### config.mk
export PLATFORM = sky130hd
export DESIGN_NAME = lstm_sequence_scheduler
export DESIGN_NICKNAME = d
export VERILOG_FILES = /design/src/rtl/lstm_sequence_scheduler.sv
export SDC_FILE = /design/constraint.sdc
export NUM_CORES = 1
export LEC_CHECK = 0
export ABC_AREA = 1
export ABC_CLOCK_PERIOD_IN_PS = 4400
export CAP_MARGIN = 10
export CORE_MARGIN = 1
export CORE_UTILIZATION = 58
export DETAILED_ROUTE_END_ITERATION = 6
export PLACE_DENSITY = 0.79
export SLEW_MARGIN = 20
export SYNTH_ARGS = -nofsm -noshare
export SYNTH_HDL_FRONTEND = slang
export SYNTH_SLANG_ARGS = --single-unit
### constraint.sdc
create_clock -name clk -period 4.4 [get_ports clk]
set_input_delay 0.44 -clock clk [delete_from_list [all_inputs] [get_ports clk]]
set_output_delay 0.44 -clock clk [all_outputs]
set_load 0.01 [all_outputs]
### src/rtl/lstm_sequence_scheduler.sv
// Feeds buffered input samples to a multi-layer LSTM one at a time, loads the
// layers' C/h state at every sequence start and returns results downstream.
`timescale 1ns/1ps
module lstm_sequence_scheduler #(
    parameter int unsigned LAYERS     = 4,
    parameter int unsigned WIDTH      = 16,
    parameter int unsigned FIFO_DEPTH = 16,
    parameter int unsigned TIMEOUT    = 1024
) (
    input  logic              clk,
    input  logic              rst,
    input  logic [WIDTH-1:0]  s_x_data,
    input  logic              s_x_last,
    input  logic              s_x_valid,
    output logic              s_x_ready,
    output logic [WIDTH-1:0]  state_data,
    output logic [LAYERS-1:0] c_in_valid,
    output logic [LAYERS-1:0] h_in_valid,
    output logic [WIDTH-1:0]  x_in,
    output logic              x_in_valid,
    input  logic              lstm_ready,
    input  logic [WIDTH-1:0]  lstm_y,
    input  logic              lstm_valid,
    output logic [WIDTH-1:0]  m_y_data,
    output logic              m_y_last,
    output logic              m_y_valid,
    input  logic              m_y_ready,
    output logic              busy,
    output logic [15:0]       seq_done,
    output logic              timeout_err,
    output logic              spurious_err
);

    localparam int unsigned AW = (FIFO_DEPTH > 1) ? $clog2(FIFO_DEPTH) : 1;
    localparam int unsigned CW = AW + 1;
    localparam int unsigned TW = $clog2(TIMEOUT + 1);

    typedef enum logic [2:0] {
        IDLE,
        INIT,
        WAIT_RDY,
        ISSUE,
        WAIT_OUT,
        HOLD
    } state_t;

    state_t          state;
    logic            init_pending;
    logic            last_q;
    logic [TW-1:0]   tmo_cnt;

    logic [WIDTH:0]  mem [FIFO_DEPTH];
    logic [AW-1:0]   wr_ptr;
    logic [AW-1:0]   rd_ptr;
    logic [CW-1:0]   count;
    logic            push;
    logic            pop;
    logic            fifo_empty;
    logic [WIDTH:0]  head;

    assign fifo_empty = (count == '0);
    assign s_x_ready  = (count != CW'(FIFO_DEPTH));
    assign push       = s_x_valid && s_x_ready;
    assign pop        = (state == ISSUE);
    assign head       = mem[rd_ptr];
    assign busy       = (state != IDLE) || !fifo_empty;
    assign state_data = '0;

    // Sample storage; contents are don't-care until written.
    always_ff @(posedge clk) begin
        if (push) begin
            mem[wr_ptr] <= {s_x_last, s_x_data};
        end
    end

    // FIFO pointers and occupancy.
    always_ff @(posedge clk) begin
        if (rst) begin
            wr_ptr <= '0;
            rd_ptr <= '0;
            count  <= '0;
        end else begin
            if (push) wr_ptr <= wr_ptr + AW'(1);
            if (pop)  rd_ptr <= rd_ptr + AW'(1);
            case ({push, pop})
                2'b10:   count <= count + CW'(1);
                2'b01:   count <= count - CW'(1);
                default: count <= count;
            endcase
        end
    end

    // Sequencing FSM with registered strobes and result channel.
    always_ff @(posedge clk) begin
        if (rst) begin
            state        <= IDLE;
            init_pending <= 1'b1;
            last_q       <= 1'b0;
            tmo_cnt      <= '0;
            c_in_valid   <= '0;
            h_in_valid   <= '0;
            x_in         <= '0;
            x_in_valid   <= 1'b0;
            m_y_data     <= '0;
            m_y_last     <= 1'b0;
            m_y_valid    <= 1'b0;
            seq_done     <= '0;
            timeout_err  <= 1'b0;
            spurious_err <= 1'b0;
        end else begin
            if (lstm_valid && (state != WAIT_OUT)) begin
                spurious_err <= 1'b1;
            end
            case (state)
                IDLE: begin
                    if (!fifo_empty) begin
                        if (init_pending) begin
                            c_in_valid <= LAYERS'(1);
                            h_in_valid <= LAYERS'(1);
                            state      <= INIT;
                        end else begin
                            state <= WAIT_RDY;
                        end
                    end
                end
                INIT: begin
                    // One layer per cycle; the top bit marks the final layer.
                    if (c_in_valid[LAYERS-1]) begin
                        c_in_valid   <= '0;
                        h_in_valid   <= '0;
                        init_pending <= 1'b0;
                        state        <= WAIT_RDY;
                    end else begin
                        c_in_valid <= c_in_valid << 1;
                        h_in_valid <= h_in_valid << 1;
                    end
                end
                WAIT_RDY: begin
                    if (lstm_ready) begin
                        x_in       <= head[WIDTH-1:0];
                        last_q     <= head[WIDTH];
                        x_in_valid <= 1'b1;
                        state      <= ISSUE;
                    end
                end
                ISSUE: begin
                    x_in_valid <= 1'b0;
                    tmo_cnt    <= '0;
                    state      <= WAIT_OUT;
                end
                WAIT_OUT: begin
                    if (lstm_valid) begin
                        m_y_data  <= lstm_y;
                        m_y_last  <= last_q;
                        m_y_valid <= 1'b1;
                        state     <= HOLD;
                    end else if (tmo_cnt == TW'(TIMEOUT - 1)) begin
                        // Lost result: the LSTM state is suspect, so re-initialise.
                        timeout_err  <= 1'b1;
                        init_pending <= 1'b1;
                        state        <= IDLE;
                    end else begin
                        tmo_cnt <= tmo_cnt + TW'(1);
                    end
                end
                HOLD: begin
                    if (m_y_ready) begin
                        m_y_valid <= 1'b0;
                        if (m_y_last) begin
                            seq_done     <= seq_done + 16'd1;
                            init_pending <= 1'b1;
                        end
                        state <= IDLE;
                    end
                end
                default: state <= IDLE;
            endcase
        end
    end

endmodule

-- After elaboration in Yosys (flattened, before gate mapping)
Memory sizes are Yosys's and may differ from the RTL's. A register that Yosys moved wholly into a read port is not among the register bits.
Cells that the tools add are included.
W data, S select, Z words.
- order comparisons: 0
- equality and inequality tests: 21
- $add $sub $neg: 6
- reductions and logical operators: 23
- $mul: 0
- div/mod/pow operators: 0
- bitwise gates (word level): 1
- multiplexer cells: 31
- shifts and indexed selects: 0
- operator list (kind ; count):
    $mux W11 ; 2
    $pmux W11 S2 ; 1
    $ne A2 B2 Y1 const B ; 10
    $mux W3 ; 6
    $pmux W3 S6 ; 1
    $add A16 B1 Y16 const B ; 1
    $mux W4 ; 4
    $pmux W4 S2 ; 2
    $reduce_and A3 Y1 ; 5
    $add A11 B1 Y11 const B ; 1
    $eq A11 B10 Y1 const B ; 1
    $mux W1 ; 10
    $pmux W5 S2 ; 1
    $reduce_bool A2 Y1 ; 5
    $add A4 B1 Y4 const B ; 2
    $eq A3 B2 Y1 const B ; 2
    $eq A3 B3 Y1 const B ; 2
    $ne A3 B3 Y1 const B ; 2
    $reduce_and A2 Y1 ; 3
    $reduce_and A6 Y1 ; 1
    $reduce_bool A3 Y1 ; 2
    $add A5 B1 Y5 const B ; 1
    $logic_not A5 Y1 ; 1
    $ne A5 B5 Y1 const B ; 1
    other kinds (13) ; 15
- memory bits (read-only): 0
- bits in latches: 0
- memories: 1
- input port bits: 39
- word-level logic and storage cells: 98
- register bits after elaboration: 73
- memory bits (writable): 272
- memory list (memory ; depth ; width ; rd ports ; clocked after Yosys merged registers in ; wr ports ; line ; RTL):
    mem ; 16 ; 17 ; 1 ; 1 ; 1 ; 52 ; logic [WIDTH:0] mem [FIFO_DEPTH];

-- Logic depth before layout (Yosys ltp)
Gate-level depths: netlist (run 1).
- word-level depth: 4
- mapped depth: 14

-- Least setup slack after synthesis (run 1)
OpenSTA, ideal clock, no wires.
- path type: register to register
- from: register count[0]
- to: memory mem[11][0] in the netlist's numbering (enable)
- slack: 2253 ps
- cell stages (with the launch flop): 7
- setup time: 390 ps
- data arrival time: 1756 ps
- required time: 4010 ps
- cells stage by stage: dfxtp_1 > nor2_1 > nand3_1 > nand2_1 > inv_1 > nand2_1 > nor2_1
- cells in the longest elaborated chain, start to end: 4
- ends and longest elaborated chain (item ; line ; RTL):
    start, declared ; 55 ; logic [CW-1:0] count;
    start signal, assigned ; 86 ; 2'b10: count <= count + CW'(1);
    start signal, assigned ; 87 ; 2'b01: count <= count - CW'(1);
    start signal, assigned ; 88 ; default: count <= count;
    $ne A5 B5 Y1 ; 62 ; assign s_x_ready = (count != CW'(FIFO_DEPTH));
    net s_x_ready ; 15 ; output logic s_x_ready,
    $logic_and A1 B1 Y1 ; 63 ; assign push = s_x_valid && s_x_ready;
    $mux W1 ; 71 ; if (push) begin
    $mux W1 (not written as such) ; 72 ; mem[wr_ptr] <= {s_x_last, s_x_data};
    end, declared ; 52 ;
The timed path passes the listed nets, and every way through them passes these cells.

==> impl_metrics.sql, run 1 <==
INSERT INTO impl_metrics (metric_group, metric, value, unit) VALUES
('outcome', 'status', 'complete, no violations', ''),
('cts', 'post_cts_resize_count', '0', ''),
('synth', 'synth_area', '15700', 'µm²'),
('sta', 'final_hold_viol_count', '0', ''),
('power', 'p_leak', '7.34', 'nW'),
('cts', 'worst_path_clk_slew', '0.06', 'ns'),
('place', 'dp_hpwl', '23.2', 'mm'),
('sta', 'grt_setup_unrepaired', 'no', ''),
('global_routing', 'grt_antenna_before_repair', '1', ''),
('global_routing', 'gr-usage-all-layers', '27.8', '%'),
('detailed_routing', 'routed_wirelength', '38.1', 'mm'),
('cts', 'clockRootBuffer', 'clkbuf_16', ''),
('place', 'pre_cts_ws', '1.66', 'ns'),
('setup_path', 'path_cells', 'buf_4 -> buf_4 -> nand2_1 -> nand3_1 -> nand3_1 -> nand3_1 -> nand3_1 -> nand2_1 -> inv_1', ''),
('floorplanning', 'core_area', '26400', 'µm²'),
('detailed_routing', 'drc_errors', '0', ''),
('setup_path', 'startpoint_type_of_the_worst_setup_path', 'flop', ''),
('detailed_routing', 'final_antenna_net_count', '0', ''),
('setup_path', 'critPathMaxFanout', '71', ''),
('synth', 'synthTopCellsByArea', 'edfxtp_1 (52%), nand2_1 (13%), dfxtp_1 (11%)', ''),
('sta', 'finClkSkew', '0.0207', 'ns'),
('global_routing', 'grt_remaining_overflow', '0', ''),
('floorplanning', 'dieArea', '27800', 'µm²'),
('floorplanning', 'dieHeight', '167', 'µm'),
('sta', 'layout_setup_ws', '1.71', 'ns'),
('setup_path', 'rr_endpoint', 'x_in[4]', ''),
('detailed_routing', 'wl_per_cell', '18.1', 'µm'),
('final_layout', 'ff_latch_area', '9890', 'µm²'),
('final_layout', 'post_route_cells_drive_above_1_share', '5.99', '%'),
('detailed_routing', 'route.detailed.vias_per_inst', '5.53', ''),
('place', 'port_buffers', '101', ''),
('synth', 'synth_ff_type', 'edfxtp_1', ''),
('setup_path', 'critPathSlowestCell', 'buf_4', ''),
('final_layout', 'fin_nets', '1792', ''),
('sta', 'timing.fmax', '0.372', 'GHz'),
('power', 'total_power', '0.00831', 'W'),
('synth', 'synth_seq_cells', '358', ''),
('cts', 'clkSinkCount', '358', ''),
('hold_path', 'min_path_type', 'reg2reg', ''),
('hold_path', 'hold_path.startpoint', 'm_y_data[7]', ''),
('synth', 'synth_cell_types', '36', ''),
('cts', 'clk_latency', '0.53', 'ns'),
('sta', 'finalCriticalPeriod', '2.69', 'ns'),
('power', 'power_per_cell_area', '460', 'nW/µm²'),
('setup_path', 'path_class', 'reg2reg', ''),
('floorplanning', 'initial_utilization', '59.7', '%'),
('detailed_routing', 'routed-via-count', '11600', ''),
('sta', 'min_period_over_period', '61.1', '%'),
('synth', 'synth-edff-count', '272', ''),
('global_routing', 'grt_pass1_wl', '59.3', 'mm'),
('cts', 'clock_tree.buffer_depth', '3', ''),
('setup_path', 'crit-reg2reg-launch', 'rd_ptr[0]', ''),
('setup_path', 'worst_ep_required_time', '4.82', 'ns'),
('setup_path', 'worstSetupEndpointType', 'flop', ''),
('place', 'routabilityCongestion', '0.862', ''),
('sta', 'finalMaxSlewViolations', '0', ''),
('synth', 'synth_largest_type_area_fraction', '51.9', '%'),
('floorplanning', 'placementRows', '59', ''),
('sta', 'tightest_slew', '1.11', 'ns'),
('setup_path', 'timing.critical_path.arrival', '3.11', 'ns'),
('cts', 'cts_inserted_buffers', '37', ''),
('hold_path', 'timing.hold.worst_path_depth', '2', ''),
('sta', 'timing.final.setup_violations', '0', ''),
('cts', 'htreeDepth', '2', ''),
('final_layout', 'mostFrequentLayoutCells', 'nand2_1 (546), edfxtp_1 (272), nand3_1 (233)', ''),
('power', 'max_ir_drop_vdd', '409', 'µV'),
('final_layout', 'insertedDiodeCount', '0', ''),
('cts', 'cts.hold.buffers_added', '0', ''),
('global_routing', 'grt_max_degree', '105', ''),
('floorplanning', 'die_width', '167', 'µm'),
('setup_path', 'critical-path-max-stage-delay', '0.71', 'ns');
==> critical path: cells and delay by family, from the launching register on <==
family                 cells  cell delay [ns]
buffers and inverters      3             1.32
and+or+nand+nor            6             0.86
DFF                        1             0.35
==> worst max-delay path by stage <==
| stage | end | from |
|---|---|---|
| after CTS | x_in[4] | rd_ptr[0] |
| after floorplan | mem[11][0] | count[0] |
| after detailed placement | mem[11][1] | s_x_valid |
| after global placement | mem[11][2] | s_x_valid |
| final | x_in[4] | rd_ptr[0] |
| after global routing | x_in[7] | rd_ptr[0] |
==> where the power goes <==
| group | switching (W) | internal, W | leakage [nW] |
|---|---|---|---|
| Combinational | 0.000842 | 0.000426 | 3.57 |
| Clock | 0.00126 | 0.00192 | 0.612 |
| Sequential | 0.0000975 | 0.00376 | 3.16 |
==> kinds of logic (layout without fill, tap and decap cells) <==
group,after synthesis,count (layout),share of synthesized area [%]
simple gates,879,879,23.7
flops,358,358,62.8
buf+inv,315,394,8.51
compound gates,106,106,3.74
fa+ha+maj,11,11,0.874
xor+xnor,6,6,0.334
other cells,1,16,0.0238
==> per-stage QoR <==
stage	utilization (%)	instances	area (µm²)
2_1_floorplan	-	1691	15800
3_3_place_gp	63.8	2038	16800
3_5_place_dp	63.8	2038	16800
4_1_cts	68.5	2105	18100
5_1_grt	68.5	2105	18100
6_report	68.5	2105	18100
==> cell usage after synthesis, types with 2 or more instances <==
cell,number
clkbuf_1,25
nand2_2,2
buf_1,3
o21bai_1,3
nor3_1,9
nand4_1,7
clkinv_1,3
o21ai_1,4
buf_2,41
nor2_1,65
buf_4,26
inv_1,210
o21ai_0,22
nor2_2,6
edfxtp_1,272
a21oi_1,57
nand3_1,233
nand2_1,546
inv_2,6
nand3_2,3
o21a_1,17
xor2_1,5
nor2_4,3
dfxtp_1,86
ha_1,11
==> state kept, by name (all words and copies together) (netlist names) <==
| register | count |
|---|---|
| c_in_valid | 4 |
| tmo_cnt | 11 |
| init_pending | 1 |
| seq_done | 16 |
| m_y_data | 16 |
| state | 3 |
| wr_ptr | 4 |
| spurious_err | 1 |
| mem | 272 |
| x_in_valid | 1 |
| timeout_err | 1 |
| rd_ptr | 4 |
| last_q | 1 |
| m_y_valid | 1 |
| count | 5 |
| x_in | 16 |
| m_y_last | 1 |
==> metal layers <==
metal  GRT usage (%)  up-vias  part of all wire, %
met1            37.1     5428                   40
met3            3.94      103                  8.7
met4            13.7        0                  4.6
li1                -     5544                    -
met2            45.1      558                   47
met5               0        -                    0
==> cell type report <==
class | instances | share of cell area [%]
multi-input combinational | 1018 | 25.5
clock inverter | 15 | 0.852
inverter | 219 | 4.57
timing repair buffer | 108 | 5.89
tap | 335 | 2.32
clock buffer | 52 | 6.07
sequential | 358 | 54.8
Power figures use the tool's default switching activity.
==> inputs of run 2 (changes only) <==
--- a/config.mk
+++ b/config.mk
@@ -6,7 +6,7 @@
 export NUM_CORES = 1
 export LEC_CHECK = 0
 export ABC_AREA = 1
-export ABC_CLOCK_PERIOD_IN_PS = 4400
+export ABC_CLOCK_PERIOD_IN_PS = 2520
 export CAP_MARGIN = 10
 export CORE_MARGIN = 1
 export CORE_UTILIZATION = 58
==> constraint.sdc (replaced) <==
create_clock -name clk -period 2.52 [get_ports clk]
set_input_delay 0.252 -clock clk [delete_from_list [all_inputs] [get_ports clk]]
set_output_delay 0.252 -clock clk [all_outputs]
set_load 0.01 [all_outputs]
==> impl_metrics.sql, run 2 (same netlist as run 1, synthesis figures left out) <==
INSERT INTO impl_metrics (metric_group, metric, value, unit) VALUES
('setup_path', 'critical-path-max-stage-delay', '0.49', 'ns'),
('final_layout', 'registers.top_by_ff_count', 'mem', ''),
('setup_path', 'path_class', 'reg2out', ''),
('setup_path', 'timing.reg2reg.setup_slack', '0.29', 'ns'),
('setup_path', 'startpoint_type_of_the_worst_setup_path', 'flop', ''),
('sta', 'min_period_over_period', '90.6', '%'),
('sta', 'grt_setup_unrepaired', 'no', ''),
('setup_path', 'crit-reg2reg-launch', 'count[0]', ''),
('global_routing', 'grt_pass1_wl', '63.5', 'mm'),
('detailed_routing', 'drt_first_pass_iters', '6', ''),
('floorplanning', 'dieArea', '27800', 'µm²'),
('cts', 'worst_path_clk_slew', '0.06', 'ns'),
('cts', 'cts_inserted_buffers', '37', ''),
('setup_path', 'worst-path-buf-inv', '2', ''),
('floorplanning', 'initial_utilization', '59.7', '%'),
('place', 'dp_hpwl', '25.0', 'mm'),
('sta', 'max_slew_margin', '43.8', '%'),
('detailed_routing', 'routed-via-count', '12000', ''),
('cts', 'cts_tree', 'done', ''),
('detailed_routing', 'route.detailed.vias_per_inst', '5.61', ''),
('power', 'share_comb_of_total_power', '16.0', '%'),
('power', 'clock_power_share', '37.8', '%'),
('sta', 'tightest_slew', '0.840', 'ns'),
('power', 'power_per_cell_area', '791', 'nW/µm²'),
('detailed_routing', 'first_iter_violations', '1617', ''),
('hold_path', 'min_path_type', 'in2reg', ''),
('place', 'routabilityCongestion', '0.834', ''),
('final_layout', 'final.fill_count', '1873', ''),
('floorplanning', 'placementRows', '59', ''),
('setup_path', 'critPathMaxFanout', '9', ''),
('outcome', 'status', 'complete, no violations', ''),
('sta', 'finClkSkew', '0.0189', 'ns'),
('setup_path', 'timing.critical_path.arrival', '2.03', 'ns'),
('setup_path', 'worst_ep_required_time', '2.27', 'ns'),
('power', 'total_switching_power', '0.00394', 'W'),
('final_layout', 'post_route_cells_drive_above_1_share', '8.02', '%'),
('hold_path', 'hold_path.startpoint', 'lstm_y[9]', ''),
('global_routing', 'grt_max_degree', '120', ''),
('place', 'port_buffers', '101', ''),
('power', 'p_leak', '7.55', 'nW'),
('setup_path', 'reg2reg_depth', '14', ''),
('floorplanning', 'die_width', '167', 'µm'),
('cts', 'clockRootBuffer', 'clkbuf_16', ''),
('floorplanning', 'dieHeight', '167', 'µm'),
('sta', 'finalCriticalPeriod', '2.28', 'ns'),
('final_layout', 'layout_area_overhead', '17.1', '%'),
('final_layout', 'fin_nets', '1830', ''),
('flow_run', 'cap_violations', '0', ''),
('cts', 'cts.hold.buffers_added', '0', ''),
('power', 'switching_share', '27.1', '%'),
('cts', 'clock_tree.buffer_depth', '3', ''),
('setup_path', 'worstSetupEndpointType', 'output port', ''),
('sta', 'final_hold_viol_count', '0', ''),
('sta', 'timing.fmax', '0.438', 'GHz'),
('setup_path', 'cp_top_family', 'buffers and inverters', ''),
('detailed_routing', 'drc_errors', '0', ''),
('global_routing', 'grt_remaining_overflow', '0', ''),
('global_routing', 'grt_pass1_vias', '11700', ''),
('cts', 'clk_latency', '0.53', 'ns'),
('sta', 'finalMaxSlewViolations', '0', ''),
('hold_path', 'timing.hold.worst_path_depth', '3', ''),
('detailed_routing', 'wl_per_cell', '19.0', 'µm'),
('setup_path', 'critPathSlowestCell', 'clkdlybuf4s50_1', ''),
('cts', 'clkSinkCount', '358', ''),
('power', 'max_ir_drop_vdd', '704', 'µV'),
('cts', 'htreeDepth', '2', ''),
('setup_path', 'rr_endpoint', 'count[4]', ''),
('detailed_routing', 'routed_wirelength', '40.7', 'mm'),
('sta', 'worst_hold_slack', '0.316', 'ns'),
('global_routing', 'grt_antenna_before_repair', '1', ''),
('hold_path', 'worst_hold_end', 'm_y_data[9]', ''),
('power', 'p_int', '0.0106', 'W'),
('detailed_routing', 'final_antenna_net_count', '0', ''),
('sta', 'timing.final.setup_violations', '0', ''),
('final_layout', 'mostFrequentLayoutCells', 'nand2_1 (546), edfxtp_1 (272), nand3_1 (233)', ''),
('final_layout', 'max_ffs_per_register', '272', ''),
('global_routing', 'gr-usage-all-layers', '29.6', '%'),
('setup_path', 'path_cells', 'nor2_2 -> nand2_1 -> nor2_1 -> inv_1 -> clkdlybuf4s50_1', ''),
('power', 'seqPwrFrac', '46.3', '%'),
('floorplanning', 'core_area', '26400', 'µm²'),
('sta', 'tns', '0', 'ns'),
('final_layout', 'final_common_cell', 'nand2_1', ''),
('floorplanning', 'top_level_ports', '118', ''),
('final_layout', 'insertedDiodeCount', '0', '');
-- run 2: worst max-delay path by stage --
stage | slack (ns) | endpoint | startpoint | depth (start not counted)
floorplan | 0.37 | mem[11][0] | count[0] | 6
global placement | 0.30 | count[4] | s_x_valid | 13
detailed placement | 0.26 | count[4] | s_x_valid | 13
CTS | 0.26 | busy | state[1] | 5
global route | 0.009 | count[4] | count[1] | 14
finish | 0.24 | busy | state[1] | 5
-- run 2: repair_timing --
action                                  CTS  global route
hold endpoints to repair                  0             0
setup buffers                             0             0
resized for setup                         0             1
endpoints found under the setup margin    0             1
-- run 2: cell type report --
type	instances	area (µm²)	share of cell area, %
clock buffer	51	1010	5.49
tap	335	419	2.27
inverter	219	825	4.48
clock inverter	16	215	1.17
multi-input combinational	1018	4610	25.0
timing repair buffer	146	1450	7.86
sequential	358	9890	53.7
-- run 2: layer usage --
| metal | global-route usage, % | up-vias | share of wire, % |
|---|---|---|---|
| li1 | - | 5611 | - |
| met1 | 40.3 | 5664 | 39 |
| met2 | 48.8 | 661 | 47 |
| met3 | 4.61 | 91 | 11 |
| met4 | 10.3 | 0 | 2.9 |
| met5 | 0 | - | 0 |
-- run 2: worst register-to-register path, delay by kind of cell (launching register included) --
family	cells	cell delay (ns)
buffers and inverters	1	0.03
xor gates and xnor gates	1	0.23
DFF	1	0.35
and+or+nand+nor	9	0.97
AOI/OAI and AO/OA	1	0.10
adders and majority gates	2	0.49
-- run 2: power groups by stage --
stage | Sequential (W) | Clock (W) | Combinational (W)
CTS | 0.00673 | 0.00554 | 0.00229
global placement | 0.00684 | 0 | 0.00222
global route | 0.00676 | 0.00576 | 0.00254
finish | 0.00674 | 0.00550 | 0.00233
floorplan | 0.00683 | 0 | 0.00144
detailed placement | 0.00686 | 0 | 0.00227
-- run 2: per-stage QoR --
step / utilization (%) / setup slack, ns / cell area, µm² / total power, W / instances
floorplan: - / 0.373 / 15800 / 0.00827 / 1691
global placement: 65.2 / 0.303 / 17200 / 0.00906 / 2076
detailed placement: 65.2 / 0.260 / 17200 / 0.00912 / 2076
CTS: 69.9 / 0.259 / 18400 / 0.0146 / 2143
global route: 69.9 / 0.00911 / 18400 / 0.0151 / 2143
finish: 69.9 / 0.237 / 18400 / 0.0146 / 2143
==> inputs of run 3 (changes only) <==
--- a/config.mk
+++ b/config.mk
@@ -10,6 +10,7 @@
 export CAP_MARGIN = 10
 export CORE_MARGIN = 1
 export CORE_UTILIZATION = 58
+export CTS_BUF_LIST = sky130_fd_sc_hd__clkbuf_4 sky130_fd_sc_hd__clkbuf_8 sky130_fd_sc_hd__clkbuf_16
 export DETAILED_ROUTE_END_ITERATION = 6
 export PLACE_DENSITY = 0.79
 export SLEW_MARGIN = 20
==> impl_metrics.sql, run 3 (same netlist as run 1, synthesis figures left out) <==
INSERT INTO impl_metrics (metric_group, metric, value, unit) VALUES
('final_layout', 'postLayoutCellArea', '18500', 'µm²'),
('floorplanning', 'top_level_ports', '118', ''),
('detailed_routing', 'drc_errors', '0', ''),
('setup_path', 'critPathMaxFanout', '9', ''),
('sta', 'finalMaxSlewViolations', '0', ''),
('sta', 'finClkSkew', '0.0229', 'ns'),
('cts', 'htreeDepth', '2', ''),
('final_layout', 'final.fill_count', '1845', ''),
('floorplanning', 'core_area', '26400', 'µm²'),
('final_layout', 'mostFrequentLayoutCells', 'nand2_1 (546), edfxtp_1 (272), nand3_1 (233)', ''),
('place', 'dp_hpwl', '25.0', 'mm'),
('sta', 'grt_setup_unrepaired', 'no', ''),
('global_routing', 'gr-usage-all-layers', '29.5', '%'),
('cts', 'cts_inserted_buffers', '37', ''),
('setup_path', 'reg2reg_depth', '14', ''),
('power', 'p_int', '0.0107', 'W'),
('setup_path', 'timing.critical_path.arrival', '2.02', 'ns'),
('final_layout', 'layout_area_overhead', '17.3', '%'),
('hold_path', 'timing.hold.worst_path_depth', '3', ''),
('hold_path', 'hold_path.startpoint', 'lstm_y[9]', ''),
('detailed_routing', 'route.detailed.vias_per_inst', '5.57', ''),
('sta', 'timing.final.setup_violations', '0', ''),
('cts', 'worst_path_clk_slew', '0.06', 'ns'),
('floorplanning', 'die_width', '167', 'µm'),
('global_routing', 'grt_max_degree', '120', ''),
('cts', 'cts.repair_timing.setup_buffer_count', '0', ''),
('detailed_routing', 'wl_per_cell', '18.9', 'µm'),
('outcome', 'status', 'complete, no violations', ''),
('power', 'switching_share', '26.8', '%'),
('setup_path', 'worstSetupEndpointType', 'output port', ''),
('power', 'share_comb_of_total_power', '15.9', '%'),
('floorplanning', 'dieArea', '27800', 'µm²'),
('setup_path', 'path_class', 'reg2out', ''),
('power', 'power_per_cell_area', '794', 'nW/µm²'),
('setup_path', 'rr_endpoint', 'count[4]', ''),
('sta', 'finalCriticalPeriod', '2.28', 'ns'),
('floorplanning', 'dieHeight', '167', 'µm'),
('sta', 'final_hold_viol_count', '0', ''),
('global_routing', 'grt_pass1_wl', '63.2', 'mm'),
('sta', 'tns', '0', 'ns'),
('final_layout', 'max_ffs_per_register', '272', ''),
('final_layout', 'fin_nets', '1830', ''),
('sta', 'tightest_slew', '0.813', 'ns'),
('sta', 'max_slew_margin', '45.4', '%'),
('detailed_routing', 'drt_first_pass_iters', '6', ''),
('sta', 'timing.fmax', '0.439', 'GHz'),
('flow_run', 'cap_violations', '0', ''),
('power', 'p_leak', '7.58', 'nW'),
('detailed_routing', 'first_iter_violations', '1457', ''),
('power', 'seqPwrFrac', '46.0', '%'),
('setup_path', 'startpoint_type_of_the_worst_setup_path', 'flop', ''),
('sta', 'min_period_over_period', '90.3', '%'),
('final_layout', 'insertedDiodeCount', '0', ''),
('setup_path', 'crit-reg2reg-launch', 'count[0]', ''),
('global_routing', 'grt_antenna_before_repair', '1', ''),
('setup_path', 'timing.reg2reg.setup_slack', '0.29', 'ns'),
('cts', 'clk_latency', '0.53', 'ns'),
('cts', 'cts.hold.buffers_added', '0', ''),
('setup_path', 'worst_ep_required_time', '2.27', 'ns'),
('detailed_routing', 'final_antenna_net_count', '0', ''),
('cts', 'clock_tree.buffer_depth', '3', ''),
('power', 'total_switching_power', '0.00392', 'W'),
('place', 'port_buffers', '101', ''),
('power', 'max_ir_drop_vdd', '702', 'µV'),
('cts', 'clockRootBuffer', 'clkbuf_16', ''),
('final_layout', 'registers.top_by_ff_count', 'mem', ''),
('hold_path', 'min_path_type', 'in2reg', ''),
('final_layout', 'post_route_cells_drive_above_1_share', '8.57', '%'),
('cts', 'cts_tree', 'done', ''),
('final_layout', 'final_common_cell', 'nand2_1', ''),
('power', 'clock_power_share', '38.2', '%'),
('hold_path', 'worst_hold_end', 'm_y_data[9]', ''),
('detailed_routing', 'routed-via-count', '11900', ''),
('place', 'routabilityCongestion', '0.834', ''),
('cts', 'clkSinkCount', '358', ''),
('floorplanning', 'initial_utilization', '59.7', '%'),
('global_routing', 'grt_pass1_vias', '11600', ''),
('detailed_routing', 'routed_wirelength', '40.4', 'mm'),
('place', 'placedInstanceArea', '17200', 'µm²'),
('global_routing', 'grt_remaining_overflow', '0', ''),
('floorplanning', 'placementRows', '59', '');
==> run 3: critical path, cell delays in order (launching register included) <==
cell and delay, ns:
dfxtp_1 0.40, nor2_2 0.26, nand2_1 0.11, nor2_1 0.15
inv_1 0.09, clkdlybuf4s50_1 0.49
==> run 3: how the worst max path moves through the flow <==
stage / endpoint / startpoint / depth (start not counted) / slack [ns]
4_1_cts: busy / state[1] / 5 / 0.26
2_1_floorplan: mem[11][0] / count[0] / 6 / 0.37
6_report: busy / state[1] / 5 / 0.24
3_3_place_gp: count[4] / s_x_valid / 13 / 0.30
3_5_place_dp: count[4] / s_x_valid / 13 / 0.26
5_1_grt: count[4] / count[1] / 14 / 0.009
==> run 3: power groups by stage <==
| stage | Combinational [W] | Sequential [W] | Clock, W |
|---|---|---|---|
| 4_1_cts | 0.00229 | 0.00674 | 0.00565 |
| 5_1_grt | 0.00254 | 0.00676 | 0.00587 |
| 2_1_floorplan | 0.00144 | 0.00683 | 0 |
| 6_report | 0.00232 | 0.00674 | 0.00560 |
| 3_3_place_gp | 0.00222 | 0.00684 | 0 |
| 3_5_place_dp | 0.00227 | 0.00686 | 0 |
==> run 3: cell type report <==
| class | instances | area (µm²) | share of cell area (%) |
|---|---|---|---|
| Clock buffer | 51 | 1050 | 5.69 |
| Inverter | 219 | 825 | 4.47 |
| Timing Repair Buffer | 146 | 1450 | 7.85 |
| Clock inverter | 16 | 215 | 1.17 |
| Tap cell | 335 | 419 | 2.27 |
| Multi-Input combinational cell | 1018 | 4610 | 25.0 |
| Sequential cell | 358 | 9890 | 53.6 |
==> run 3: through the flow <==
stage	worst slack (ns)	cells	utilization [%]	power, W	hold WS [ns]
finish	0.244	2143	70.1	0.0147	0.313
global route	0.00902	2143	70.1	0.0152	0.309
CTS	0.259	2143	70.0	0.0147	0.299
detailed placement	0.260	2076	65.2	0.00912	0.451
global placement	0.303	2076	65.2	0.00906	0.448
floorplan	0.373	1691	-	0.00827	0.351
==> run 3: timing repair <==
| item | 4_1_cts | 5_1_grt |
|---|---|---|
| setup endpoints to repair | 0 | 1 |
| hold endpoints to repair | 0 | 0 |
| resized for setup | 0 | 1 |
==> run 3: layer usage <==
layer / vias to the layer above / GRT usage, % / routed length (µm)
li1: 5611 / - / -
met1: 5577 / 40.1 / 15600
met2: 662 / 48.4 / 19300
met3: 85 / 4.97 / 4400
met4: 0 / 10.1 / 1090
met5: - / 0 / 0
